--- config.mk ---
export PLATFORM = sky130hd
export DESIGN_NAME = mix_columns_seq
export DESIGN_NICKNAME = d
export VERILOG_FILES = /design/src/rtl/mix_columns_seq.sv
export SDC_FILE = /design/constraint.sdc
export NUM_CORES = 1
export LEC_CHECK = 0
export CAP_MARGIN = 20
export CORE_AREA = 2 2 157 159
export CTS_BUF_LIST = sky130_fd_sc_hd__clkbuf_16
export DETAILED_ROUTE_END_ITERATION = 8
export DIE_AREA = 0 0 159 161
export PLACE_DENSITY = 0.85
export SLEW_MARGIN = 20
export SYNTH_ARGS = -nofsm -noshare
export SYNTH_HDL_FRONTEND = slang
export SYNTH_SLANG_ARGS = --single-unit
--- constraint.sdc ---
create_clock -name clk -period 7.2 [get_ports clk]
set_input_delay 1.44 -clock clk [delete_from_list [all_inputs] [get_ports clk]]
set_output_delay 1.44 -clock clk [all_outputs]
set_load 0.1 [all_outputs]
--- src/rtl/mix_columns_seq.sv ---
// Sequential AES MixColumns engine: COLS_PER_CYCLE columns per clock, valid/ready on both sides.
// Build option: define MIXCOL_INV_EN to add the in_inv port and the InvMixColumns matrix.
module mix_columns_seq #(
  parameter int COLS_PER_CYCLE = 1
) (
  input  logic         clk,
  input  logic         rst_n,
  input  logic         in_valid,
  output logic         in_ready,
  input  logic [127:0] in_data,
`ifdef MIXCOL_INV_EN
  input  logic         in_inv,
`endif
  output logic         out_valid,
  input  logic         out_ready,
  output logic [127:0] out_data
);

  if (!(COLS_PER_CYCLE == 1 || COLS_PER_CYCLE == 2 || COLS_PER_CYCLE == 4)) begin : g_bad_cpc
    $error("mix_columns_seq: COLS_PER_CYCLE must be 1, 2 or 4");
  end

  localparam logic [1:0] CNT_STEP = 2'(COLS_PER_CYCLE);
  localparam logic [1:0] CNT_LAST = 2'(4 - COLS_PER_CYCLE);

  typedef enum logic [1:0] {S_IDLE, S_BUSY, S_DONE} state_e;

  state_e       state_q;
  logic [1:0]   cnt_q;
  logic [127:0] st_q;
  logic [127:0] st_d;
  logic [127:0] out_q;
  logic         vld_q;
`ifdef MIXCOL_INV_EN
  logic         inv_q;
`endif

  function automatic logic [7:0] xt(input logic [7:0] x);
    return {x[6:0], 1'b0} ^ (x[7] ? 8'h1b : 8'h00);
  endfunction

  function automatic logic [31:0] mix_fwd(input logic [31:0] c);
    logic [7:0] a, b, cc, d;
    {a, b, cc, d} = c;
    return {xt(a) ^ xt(b) ^ b ^ cc ^ d,
            a ^ xt(b) ^ xt(cc) ^ cc ^ d,
            a ^ b ^ xt(cc) ^ xt(d) ^ d,
            xt(a) ^ a ^ b ^ cc ^ xt(d)};
  endfunction

`ifdef MIXCOL_INV_EN
  function automatic logic [31:0] mix_inv(input logic [31:0] c);
    logic [7:0]  v [4];
    logic [7:0]  m9 [4];
    logic [7:0]  m11 [4];
    logic [7:0]  m13 [4];
    logic [7:0]  m14 [4];
    logic [7:0]  x2, x4, x8;
    logic [31:0] r;
    r = '0;
    for (int i = 0; i < 4; i++) begin
      v[i]   = c[31-8*i -: 8];
      x2     = xt(v[i]);
      x4     = xt(x2);
      x8     = xt(x4);
      m9[i]  = x8 ^ v[i];
      m11[i] = x8 ^ x2 ^ v[i];
      m13[i] = x8 ^ x4 ^ v[i];
      m14[i] = x8 ^ x4 ^ x2;
    end
    // Row r uses the same coefficient set rotated right by r.
    for (int rr = 0; rr < 4; rr++) begin
      r[31-8*rr -: 8] = m14[rr] ^ m11[(rr+1)%4] ^ m13[(rr+2)%4] ^ m9[(rr+3)%4];
    end
    return r;
  endfunction
`endif

  always_comb begin
    logic [1:0]  idx;
    logic [31:0] col;
    st_d = st_q;
    idx  = '0;
    col  = '0;
    for (int u = 0; u < COLS_PER_CYCLE; u++) begin
      idx = cnt_q + 2'(u);
      col = st_q[127-32*int'(idx) -: 32];
`ifdef MIXCOL_INV_EN
      st_d[127-32*int'(idx) -: 32] = inv_q ? mix_inv(col) : mix_fwd(col);
`else
      st_d[127-32*int'(idx) -: 32] = mix_fwd(col);
`endif
    end
  end

  always_ff @(posedge clk) begin
    if (!rst_n) begin
      state_q <= S_IDLE;
      cnt_q   <= '0;
      st_q    <= '0;
      out_q   <= '0;
      vld_q   <= 1'b0;
`ifdef MIXCOL_INV_EN
      inv_q   <= 1'b0;
`endif
    end else begin
      case (state_q)
        S_IDLE: begin
          if (in_valid) begin
            st_q    <= in_data;
            cnt_q   <= '0;
            state_q <= S_BUSY;
`ifdef MIXCOL_INV_EN
            inv_q   <= in_inv;
`endif
          end
        end
        S_BUSY: begin
          st_q  <= st_d;
          cnt_q <= cnt_q + CNT_STEP;
          if (cnt_q == CNT_LAST) begin
            out_q   <= st_d;
            vld_q   <= 1'b1;
            state_q <= S_DONE;
          end
        end
        S_DONE: begin
          if (out_ready) begin
            vld_q <= 1'b0;
            if (in_valid) begin
              st_q    <= in_data;
              cnt_q   <= '0;
              state_q <= S_BUSY;
`ifdef MIXCOL_INV_EN
              inv_q   <= in_inv;
`endif
            end else begin
              state_q <= S_IDLE;
            end
          end
        end
        default: begin
          state_q <= S_IDLE;
          vld_q   <= 1'b0;
        end
      endcase
    end
  end

  // in_ready is the only combinational input-to-output path (through out_ready in DONE).
  assign in_ready  = (state_q == S_IDLE) || ((state_q == S_DONE) && out_ready);
  assign out_valid = vld_q;
  assign out_data  = out_q;

endmodule

# Word level (Yosys, flattened, before mapping)

Index checks and enable logic that the tools add are counted.

Word-level logic and storage cells: 65
Register bits after elaboration: 261
Input port bits: 132
Output and inout bits: 130
Bits in writable memories: 0
Memories kept: 0
Bits in read-only memories: 0
Bits in latches: 0

Divide/modulo/power cells: 0
Equal/unequal tests: 6
Reduce and logical (&&, ||, !) cells: 8
Shift-type cells: 3
$lt $le $gt $ge: 0
Mux-type cells: 19
$add $sub $neg: 3
$mul: 0
Bitwise logic cells: 21

Operators with widths:

| operator                    | number |
|---|---|
| $pmux W128 S3               | 1 |
| $mux W128                   | 2 |
| $shift A32 B33 Y159 const A | 1 |
| $shiftx A159 B8 Y32         | 1 |
| $shiftx A32 B33 Y159        | 1 |
| $bwmux W128                 | 1 |
| $xor A8 B8 Y8               | 16 |
| $neg A8 Y33                 | 1 |
| $xor A8 B5 Y8               | 4 |
| $mux W5                     | 4 |
| $pmux W2 S3                 | 2 |
| $mux W2                     | 5 |
| $sub A7 B7 Y8 const A       | 1 |
| $ne A2 B2 Y1 const B        | 3 |
| $reduce_and A3 Y1           | 2 |
| $eq A2 B2 Y1 const B        | 2 |
| $reduce_and A2 Y1           | 2 |
| $mux W1                     | 3 |
| $pmux W1 S3                 | 1 |
| $reduce_bool A3 Y1          | 1 |
| $add A2 B1 Y2 const B       | 1 |
| $eq A2 B1 Y1 const B        | 1 |
| $logic_not A2 Y1            | 1 |
| $logic_and A1 B1 Y1         | 1 |
| 2 further kinds             | 2 |

# Logic depth before layout (Yosys ltp)

Gate-level depths: netlist (run 1).

Word-level depth: 11
Mapped depth: 9
Mapped depth without buffers: 5

# Least setup slack after synthesis (run 1)

OpenSTA, ideal clock, no wires.

Kind: input-to-output
Start point: input out_ready
End point: output in_ready
Slack: 2817 ps
Required time: 5760 ps
Data arrival time: 2943 ps
Cell stages on the path: 2
Path buffers: 0
Cells stage by stage: inv_1 -> a21oi_1

Longest elaborated chain between the ends: 2

Ends and longest elaborated chain:

| element             | RTL line | text |
|---|---|---|
| start: declaration  | 15       | `input logic out_ready,` |
| $logic_and A1 B1 Y1 | 151      | `assign in_ready = (state_q == S_IDLE) \|\| ((state_q == S_DONE) && out_ready);` |
| $logic_or A1 B1 Y1  | 151      |  |
| end: declaration    | 9        | `output logic in_ready,` |

Every way passes these cells.

# Worst setup path after layout (run 1)

Ends and elaborated chain as after synthesis.

==> flow_metrics.env, run 1 <==
export IMPL_portBuffers=261
export IMPL_wl_um=45900
export IMPL_cellLeakagePower_nw=6.07
export IMPL_ys_ff_latch=261
export IMPL_endpoint_kind="output port"
export IMPL_synthArstFlopShare=0
export IMPL_nFillCells=1828
export IMPL_rows=57
export IMPL_drt_pass1_iter_count=7
export IMPL_syn_area_um2=13200
export IMPL_grt_pass1_wl_um=69700
export IMPL_utilization=0.692
export IMPL_cts_max_level=1
export IMPL_required_ps=5760
export IMPL_grt_overflow_total=0
export IMPL_r2r_cells=7
export IMPL_path_class="input port to output port"
export IMPL_hold_depth=2
export IMPL_nets=1726
export IMPL_dominantRegCellSynth="dfxtp_1"
export IMPL_critPathArrivalTime_ps=3290
export IMPL_hold_violations=0
export IMPL_r2r_slack_ps=3360
export IMPL_finClkSkew_ps=13.0
export IMPL_period_share=0.658
export IMPL_netlist_top_cells_area="dfxtp_1 (40%), xnor3_1 (6.8%), a21oi_1 (6.5%)"
export IMPL_place_area_um2=15800
export IMPL_synth_edf_count=0
export IMPL_coreArea_um2=24000
export IMPL_die_height_um=161
export IMPL_grt_max_degree=150
export IMPL_num_antenna_cells=0
export IMPL_period_minus_slack_ps=4730
export IMPL_drive_gt1_frac=0.0698
export IMPL_drc=0
export IMPL_routed_via_density=6.59
export IMPL_ios=262
export IMPL_hold_class="register to register"
export IMPL_clockRootBuffer="clkbuf_16"
export IMPL_power_total_mw=4.77
export IMPL_min_from="out_data[22]$_SDFFE_PN0P_"
export IMPL_hold_path_end="out_data[22]$_SDFFE_PN0P_"
export IMPL_area_growth_pct=25.3
export IMPL_status="finished clean"
export IMPL_rr_startpoint="cnt_q[0]$_SDFFE_PN0P_"
export IMPL_place_gp_congestion=0.956
export IMPL_cts_sinks=261
export IMPL_timing_rr_end="out_data[52]$_SDFFE_PN0P_"
export IMPL_post_cts_buffers=0
export IMPL_irDropWorstVdd_mv=0.199
export IMPL_hpwl_um=31100
export IMPL_grt_pass1_vias=12000
export IMPL_num_vias=12700
export IMPL_ys_types=38
export IMPL_ctsHoldBuffers=0
export IMPL_avgSynthCellArea_um2=9.23
export IMPL_tritoncts="built"
export IMPL_netlist_top_cells_count="dfxtp_1 (261), a21oi_1 (172), clkbuf_1 (131)"
export IMPL_initialDrtViolationCount=1787
export IMPL_cp_max_fo=4
export IMPL_synth_seq_area_share=0.395
export IMPL_synthCells=1433
export IMPL_slew_viol_final=0
export IMPL_tns_ps=0
export IMPL_postRouteAntennaNets=0
export IMPL_synth_top_cell_by_area="dfxtp_1"
export IMPL_cts_buffer_depth=3
export IMPL_final_cells=1929
export IMPL_dp_cells=1886
export IMPL_grtUsageTotal=0.345
export IMPL_post_cts_resized=0
export IMPL_floorplan_die_area_um2=25600
export IMPL_grt_antenna_before_repair=0
export IMPL_yosys_area_top_type_share=0.395
export IMPL_crit_slowest_cell="clkdlybuf4s50_1"
export IMPL_finalSetupViolCount=0
export IMPL_fmax_ghz=0.211
export IMPL_post_synth_top_count_cell="dfxtp_1"
export IMPL_multiInputGateArea_um2=7420
export IMPL_grt_setup_unrepaired="false"
export IMPL_wl_per_cell_um=23.8
export IMPL_drv_cap=0
export IMPL_final_area_um2=16600
export IMPL_p_per_area_nw_per_um2=288
export IMPL_slowest_delay_ps=1150
export IMPL_relSlewSlack=0.288
export IMPL_ys_warn_count=0
export IMPL_initial_utilization=0.552
export IMPL_clock_latency_ps=540
export IMPL_cp_common_cell="clkdlybuf4s50_1"
export IMPL_synth_nets=1569
export IMPL_cts_buffers=26
export IMPL_die_width_um=159
export IMPL_cp_start_kind="input port"
export IMPL_tightestPinTransition_ps=1070
export IMPL_seq_area_um2=5230
export IMPL_clkTransAtPathRegs_ps=60
export IMPL_path_cells="clkdlybuf4s50_1, inv_1, a21oi_1, clkdlybuf4s50_1"
-- registers in the layout (all words and copies together), names as in the netlist --
name / count
state_q: 2
st_q: 128
out_data: 128
out_valid: 1
cnt_q: 2
-- placed cells by master, fill, tap and decap left out, types with 6 or more instances in the layout --
cell type        count
xnor2_1              8
nand2_1            100
clkdlybuf4s50_1    260
a21oi_1            171
clkbuf_16           27
nor2b_1             52
xnor2_2              6
and3_1              35
xnor3_1             40
a22o_1              12
inv_1                9
or3_1               96
nand2b_1            47
clkinv_1             7
buf_4               16
mux4_2              32
o211ai_1            96
xor2_1              12
a21oi_2             15
a21boi_0            17
dfxtp_1            260
o21ai_0            129
a31oi_1            122
-- worst max-delay path by stage --
stage          slack [ps]        to  depth (start not counted)      start
5_1_grt              2400  in_ready                          4  out_ready
4_1_cts              2450  in_ready                          4  out_ready
2_1_floorplan        2820  in_ready                          2  out_ready
3_5_place_dp         2460  in_ready                          4  out_ready
6_report             2470  in_ready                          4  out_ready
3_3_place_gp         2480  in_ready                          4  out_ready
-- power breakdown --
group / switching, mW / total (mW) / internal, mW / leakage [nW]
combinational: 1.17 / 1.85 / 0.685 / 3.54
clock: 0.572 / 1.28 / 0.706 / 0.395
sequential: 0.105 / 1.64 / 1.53 / 2.13
total: 1.84 / 4.77 / 2.92 / 6.07
-- stage by stage --
step	worst slack [ps]	hold WS [ps]
3_5_place_dp	2460	449
2_1_floorplan	2820	496
5_1_grt	2400	483
4_1_cts	2450	463
3_3_place_gp	2480	446
6_report	2470	460
-- critical path, delay by kind of cell --
family	cells	cell delay, ps
compound gates	1	140
buf+inv	3	1710
-- cells by family after synthesis --
family,share of synthesized area
compound gates,0.259
simple gates,0.141
flops,0.395
buf+inv,0.0465
xor+xnor,0.100
mux,0.0552
fa+ha+maj,0.00378
-- area by class of cell --
cell class,instances,area share
timing repair buffer,277,0.165
sequential,261,0.315
clock buffer,27,0.0408
inverter,5,0.00113
multi-input combinational,1019,0.448
tap,324,0.0245
clock inverter,16,0.00574
-- metal layers --
metal	up-vias	share of wire	global-route usage	routed length (µm)
met2	934	0.46	0.548	20900
met3	188	0.11	0.0583	4860
met5	-	0	0	0
met1	5973	0.37	0.446	16900
li1	5624	-	-	-
met4	0	0.070	0.206	3210
Power figures use the tool's default switching activity.
==> inputs of run 2 (changes only) <==
--- a/config.mk
+++ b/config.mk
@@ -6,11 +6,11 @@
 export NUM_CORES = 1
 export LEC_CHECK = 0
 export CAP_MARGIN = 20
-export CORE_AREA = 2 2 157 159
+export CORE_AREA = 2 2 163 165
 export CTS_BUF_LIST = sky130_fd_sc_hd__clkbuf_16
 export DETAILED_ROUTE_END_ITERATION = 8
-export DIE_AREA = 0 0 159 161
-export PLACE_DENSITY = 0.85
+export DIE_AREA = 0 0 165 167
+export PLACE_DENSITY = 0.8
 export SLEW_MARGIN = 20
 export SYNTH_ARGS = -nofsm -noshare
 export SYNTH_HDL_FRONTEND = slang
==> constraint.sdc (replaced) <==
create_clock -name clk -period 4.95 [get_ports clk]
set_input_delay 0.99 -clock clk [delete_from_list [all_inputs] [get_ports clk]]
set_output_delay 0.99 -clock clk [all_outputs]
set_load 0.1 [all_outputs]
==> run 2 against run 1 <==
Compared with the run above:
- combinational power increased by 42%
- register-to-register slack got worse by 1800 ps
- die area increased by 7.6%
- global-route usage decreased by 2.4 points
- non-clock buffer count increased by 1
- critical path depth increased by 2
- setup slack got worse by 890 ps
- clock power increased by 69%
- design area increased by 1.3%
- wire length about the same
- flip-flop and latch count unchanged
- cell count increased by 1.2%
- critical path type is now register to register
- highest routed layer unchanged
==> flow_metrics.env, run 2 (synthesis gave the netlist of run 1 again) <==
export IMPL_status="finished clean"
export IMPL_comb_power_share=0.366
export IMPL_cellLeakagePower_nw=6.17
export IMPL_hold_depth=2
export IMPL_r2r_cells=6
export IMPL_routed_via_density=6.39
export IMPL_irDropWorstVdd_mv=0.260
export IMPL_finalSetupViolCount=0
export IMPL_coreArea_um2=25800
export IMPL_grt_overflow_total=0
export IMPL_area_growth_pct=26.9
export IMPL_ctsHoldBuffers=0
export IMPL_utilization=0.652
export IMPL_clkTransAtPathRegs_ps=60
export IMPL_die_height_um=167
export IMPL_grt_setup_unrepaired="false"
export IMPL_endpoint_kind="register"
export IMPL_grtUsageTotal=0.321
export IMPL_p_per_area_nw_per_um2=428
export IMPL_tightestPinTransition_ps=1060
export IMPL_tritoncts="built"
export IMPL_wl_um=45900
export IMPL_grt_antenna_before_repair=0
export IMPL_grt_pass1_vias=11800
export IMPL_startpoint="cnt_q[0]$_SDFFE_PN0P_"
export IMPL_final_common_cell="dfxtp_1"
export IMPL_hold_path_end="out_data[7]$_SDFFE_PN0P_"
export IMPL_sw_frac_of_total=0.374
export IMPL_nets=1730
export IMPL_wl_per_cell_um=23.5
export IMPL_post_cts_buffers=0
export IMPL_post_cts_resized=0
export IMPL_initialDrtViolationCount=1795
export IMPL_cts_max_level=1
export IMPL_num_vias=12500
export IMPL_finClkSkew_ps=15.4
export IMPL_clock_latency_ps=560
export IMPL_fin_hold_ws_ps=459
export IMPL_cts_buffers=29
export IMPL_grt_max_degree=161
export IMPL_num_antenna_cells=0
export IMPL_period_share=0.683
export IMPL_drv_cap=0
export IMPL_intPower_mw=4.50
export IMPL_switching_power_mw=2.69
export IMPL_cts_sinks=261
export IMPL_cp_start_kind="register"
export IMPL_floorplan_die_area_um2=27600
export IMPL_relSlewSlack=0.297
export IMPL_final_cell_mix="dfxtp_1 (260), clkdlybuf4s50_1 (259), a21oi_1 (171)"
export IMPL_fmax_ghz=0.296
export IMPL_hold_violations=0
export IMPL_drc=0
export IMPL_hpwl_um=31300
export IMPL_drive_gt1_frac=0.0742
export IMPL_place_gp_congestion=0.950
export IMPL_power_total_mw=7.18
export IMPL_period_minus_slack_ps=3380
export IMPL_rr_startpoint="cnt_q[0]$_SDFFE_PN0P_"
export IMPL_p_seq_frac=0.333
export IMPL_die_width_um=165
export IMPL_timing_rr_end="out_data[69]$_SDFFE_PN0P_"
export IMPL_min_from="out_data[7]$_SDFFE_PN0P_"
export IMPL_ios=262
export IMPL_initial_utilization=0.513
export IMPL_cts_buffer_depth=3
export IMPL_hold_class="register to register"
export IMPL_required_ps=5430
export IMPL_drt_pass1_iter_count=5
export IMPL_slew_viol_final=0
export IMPL_path_class="register to register"
export IMPL_cp_max_fo=21
export IMPL_r2r_slack_ps=1570
export IMPL_p_clk_frac=0.301
export IMPL_clockRootBuffer="clkbuf_16"
export IMPL_grt_pass1_wl_um=68400
export IMPL_portBuffers=261
export IMPL_tns_ps=0
export IMPL_critPathArrivalTime_ps=3860
export IMPL_postRouteAntennaNets=0
export IMPL_rows=59
## run 2: cell types whose count changed in the layout (fill, tap and decap cells not counted), moves of 2 or more
cell       before  now
bufinv_16       1    4
clkbuf_16      27   29
clkinv_1        7   10
buf_12          0    2
## run 2: worst max-delay path by stage
stage	endpoint	depth (start not counted)	slack, ps
after CTS	out_data[69]$_SDFFE_PN0P_	6	1630
final	out_data[69]$_SDFFE_PN0P_	6	1570
after detailed placement	st_q[123]$_SDFFE_PN0P_	7	1530
after floorplan	in_ready	2	1470
after global routing	out_data[65]$_SDFFE_PN0P_	7	1330
after global placement	st_q[60]$_SDFFE_PN0P_	7	1590
## run 2: layout make-up
cell class	count	area (µm²)
Fill cell	2015	8970
Multi-Input combinational cell	1019	7420
Sequential cell	261	5230
Timing Repair Buffer	278	2760
Clock buffer	29	726
Tap cell	335	419
Clock inverter	25	216
Inverter	5	18.8
## run 2: critical path, cell delays in order, from the launching register on
cell and delay [ps]:
dfxtp_2 730, buf_4 420, mux4_2 630, xnor3_1 420, xnor2_1 650, a21oi_1 210
a21oi_1 220
## run 2: layer usage
metal,share of wire,global-route usage
met1,0.38,0.414
met2,0.48,0.522
met3,0.089,0.0563
met4,0.053,0.147
met5,0,0
## run 2: power groups by stage
| stage | registers, mW | logic [mW] | clock network [mW] |
|---|---|---|---|
| 2_1_floorplan | 2.37 | 1.62 | 0 |
| 3_3_place_gp | 2.42 | 2.52 | 0 |
| 3_5_place_dp | 2.42 | 2.53 | 0 |
| 4_1_cts | 2.38 | 2.55 | 2.16 |
| 5_1_grt | 2.39 | 2.68 | 2.24 |
| 6_report | 2.39 | 2.63 | 2.16 |
## run 2: metrics by stage
step	cells	cell area, µm²	setup slack [ps]
floorplan	1433	13200	1470
global placement	1898	15800	1590
detailed placement	1898	15900	1530
CTS	1952	16800	1630
global route	1952	16800	1330
finish	1952	16800	1570
==> inputs of run 3 (changes only) <==
==> constraint.sdc (replaced) <==
create_clock -name clk -period 3.2 [get_ports clk]
set_input_delay 0.64 -clock clk [delete_from_list [all_inputs] [get_ports clk]]
set_output_delay 0.64 -clock clk [all_outputs]
set_load 0.1 [all_outputs]
==> run 3 against run 2 <==
Compared with the run above:
- die area stayed put
- combinational power is 57% higher
- via count hardly changed
- clock power is 56% higher
- power is 56% higher
- worst hold slack worse by 1.5 ps
- flip-flop and latch count stayed put
- non-clock buffer count is 18 higher
- sequential share of layout area is 0.13 points higher
- critical path type unchanged
- design area is 0.42% lower
==> flow_metrics.env, run 3 (synthesis gave the netlist of run 1 again) <==
export IMPL_status="finished clean"
export IMPL_place_area_um2=15800
export IMPL_grt_pass1_vias=11700
export IMPL_slew_viol_final=0
export IMPL_floorplan_die_area_um2=27600
export IMPL_hpwl_um=32500
export IMPL_drc=0
export IMPL_clockRootBuffer="clkbuf_16"
export IMPL_initialDrtViolationCount=1587
export IMPL_die_width_um=165
export IMPL_cp_max_fo=19
export IMPL_grt_antenna_before_repair=0
export IMPL_cts_buffer_depth=3
export IMPL_post_cts_resized=0
export IMPL_seq_area_um2=5230
export IMPL_num_vias=12500
export IMPL_grt_pass1_wl_um=69500
export IMPL_hold_class="register to register"
export IMPL_period_minus_slack_ps=2820
export IMPL_area_growth_pct=26.4
export IMPL_initial_utilization=0.513
export IMPL_coreArea_um2=25800
export IMPL_path_class="register to register"
export IMPL_final_cell_mix="dfxtp_1 (260), a21oi_1 (171), buf_4 (153)"
export IMPL_endpoint_kind="register"
export IMPL_final_area_um2=16700
export IMPL_die_height_um=167
export IMPL_routed_via_density=6.34
export IMPL_grt_setup_unrepaired="false"
export IMPL_nFillCells=2074
export IMPL_num_antenna_cells=0
export IMPL_tns_ps=0
export IMPL_drv_cap=0
export IMPL_post_cts_buffers=0
export IMPL_clkTransAtPathRegs_ps=60
export IMPL_clock_latency_ps=550
export IMPL_drive_gt1_frac=0.164
export IMPL_wl_per_cell_um=23.7
export IMPL_cellLeakagePower_nw=6.57
export IMPL_postRouteAntennaNets=0
export IMPL_irDropWorstVdd_mv=0.404
export IMPL_required_ps=3580
export IMPL_grt_max_degree=192
export IMPL_period_share=0.882
export IMPL_p_per_area_nw_per_um2=670
export IMPL_tightestPinTransition_ps=947
export IMPL_wl_um=46500
export IMPL_grtUsageTotal=0.328
export IMPL_fmax_ghz=0.354
export IMPL_final_common_cell="dfxtp_1"
export IMPL_hold_violations=0
export IMPL_relSlewSlack=0.368
export IMPL_cts_sinks=261
export IMPL_critPathArrivalTime_ps=3200
export IMPL_drt_pass1_iter_count=6
export IMPL_tritoncts="built"
export IMPL_grt_overflow_total=0
export IMPL_place_gp_congestion=0.972
export IMPL_ctsHoldBuffers=0
export IMPL_multiInputGateArea_um2=7420
export IMPL_finalSetupViolCount=0
export IMPL_finClkSkew_ps=14.8
export IMPL_ios=262
export IMPL_cp_start_kind="register"
export IMPL_nets=1746
export IMPL_cts_buffers=27
export IMPL_portBuffers=261
export IMPL_rows=59
export IMPL_cts_max_level=1
==> run 3: worst paths after layout <==
path                             from                  endpoint  slack, ps  cells after the start
max             cnt_q[0]$_SDFFE_PN0P_    st_q[124]$_SDFFE_PN0P_        380                      6
min          out_data[2]$_SDFFE_PN0P_  out_data[2]$_SDFFE_PN0P_        460                      2
max reg2reg     cnt_q[0]$_SDFFE_PN0P_    st_q[124]$_SDFFE_PN0P_        380                      6
min reg2reg  out_data[2]$_SDFFE_PN0P_  out_data[2]$_SDFFE_PN0P_        460                      2
==> run 3: worst max-delay path, cell delays in order, from the launching register on <==
cell     delay, ps
dfxtp_2        480
buf_12         220
mux4_2         580
xnor2_1        410
xnor3_1        680
nand2_1        170
a31oi_1        100
==> run 3: layer usage <==
metal,wire (µm),vias up,global-route usage
met3,3920,144,0.0486
met4,2690,0,0.160
met5,0,-,0
met2,22000,735,0.530
li1,-,5673,-
met1,17900,5915,0.430
==> run 3: area by class of cell <==
type | count | share of cell area
clock buffers | 27 | 0.0404
clock inverters | 22 | 0.0156
inverters | 5 | 0.00112
multi-input cells | 1019 | 0.444
flip-flops and latches | 261 | 0.313
well taps | 335 | 0.0251
repair buffers | 296 | 0.162
==> run 3: power by group <==
part	internal, mW	switching (mW)	leakage, nW
clock network	2.02	1.36	0.481
logic	1.66	2.47	3.95
registers	3.45	0.238	2.13
==> run 3: metrics by stage <==
stage                     hold slack (ps)  cells  power (mW)  setup slack (ps)   util
after floorplan                       496   1433        6.17               417      -
final                                 457   1965        11.2               376  0.649
after global routing                  472   1965        11.5               269  0.649
after global placement                449   1916        7.73               489  0.613
after CTS                             462   1965        11.1               438  0.649
after detailed placement              453   1916        7.74               456  0.613
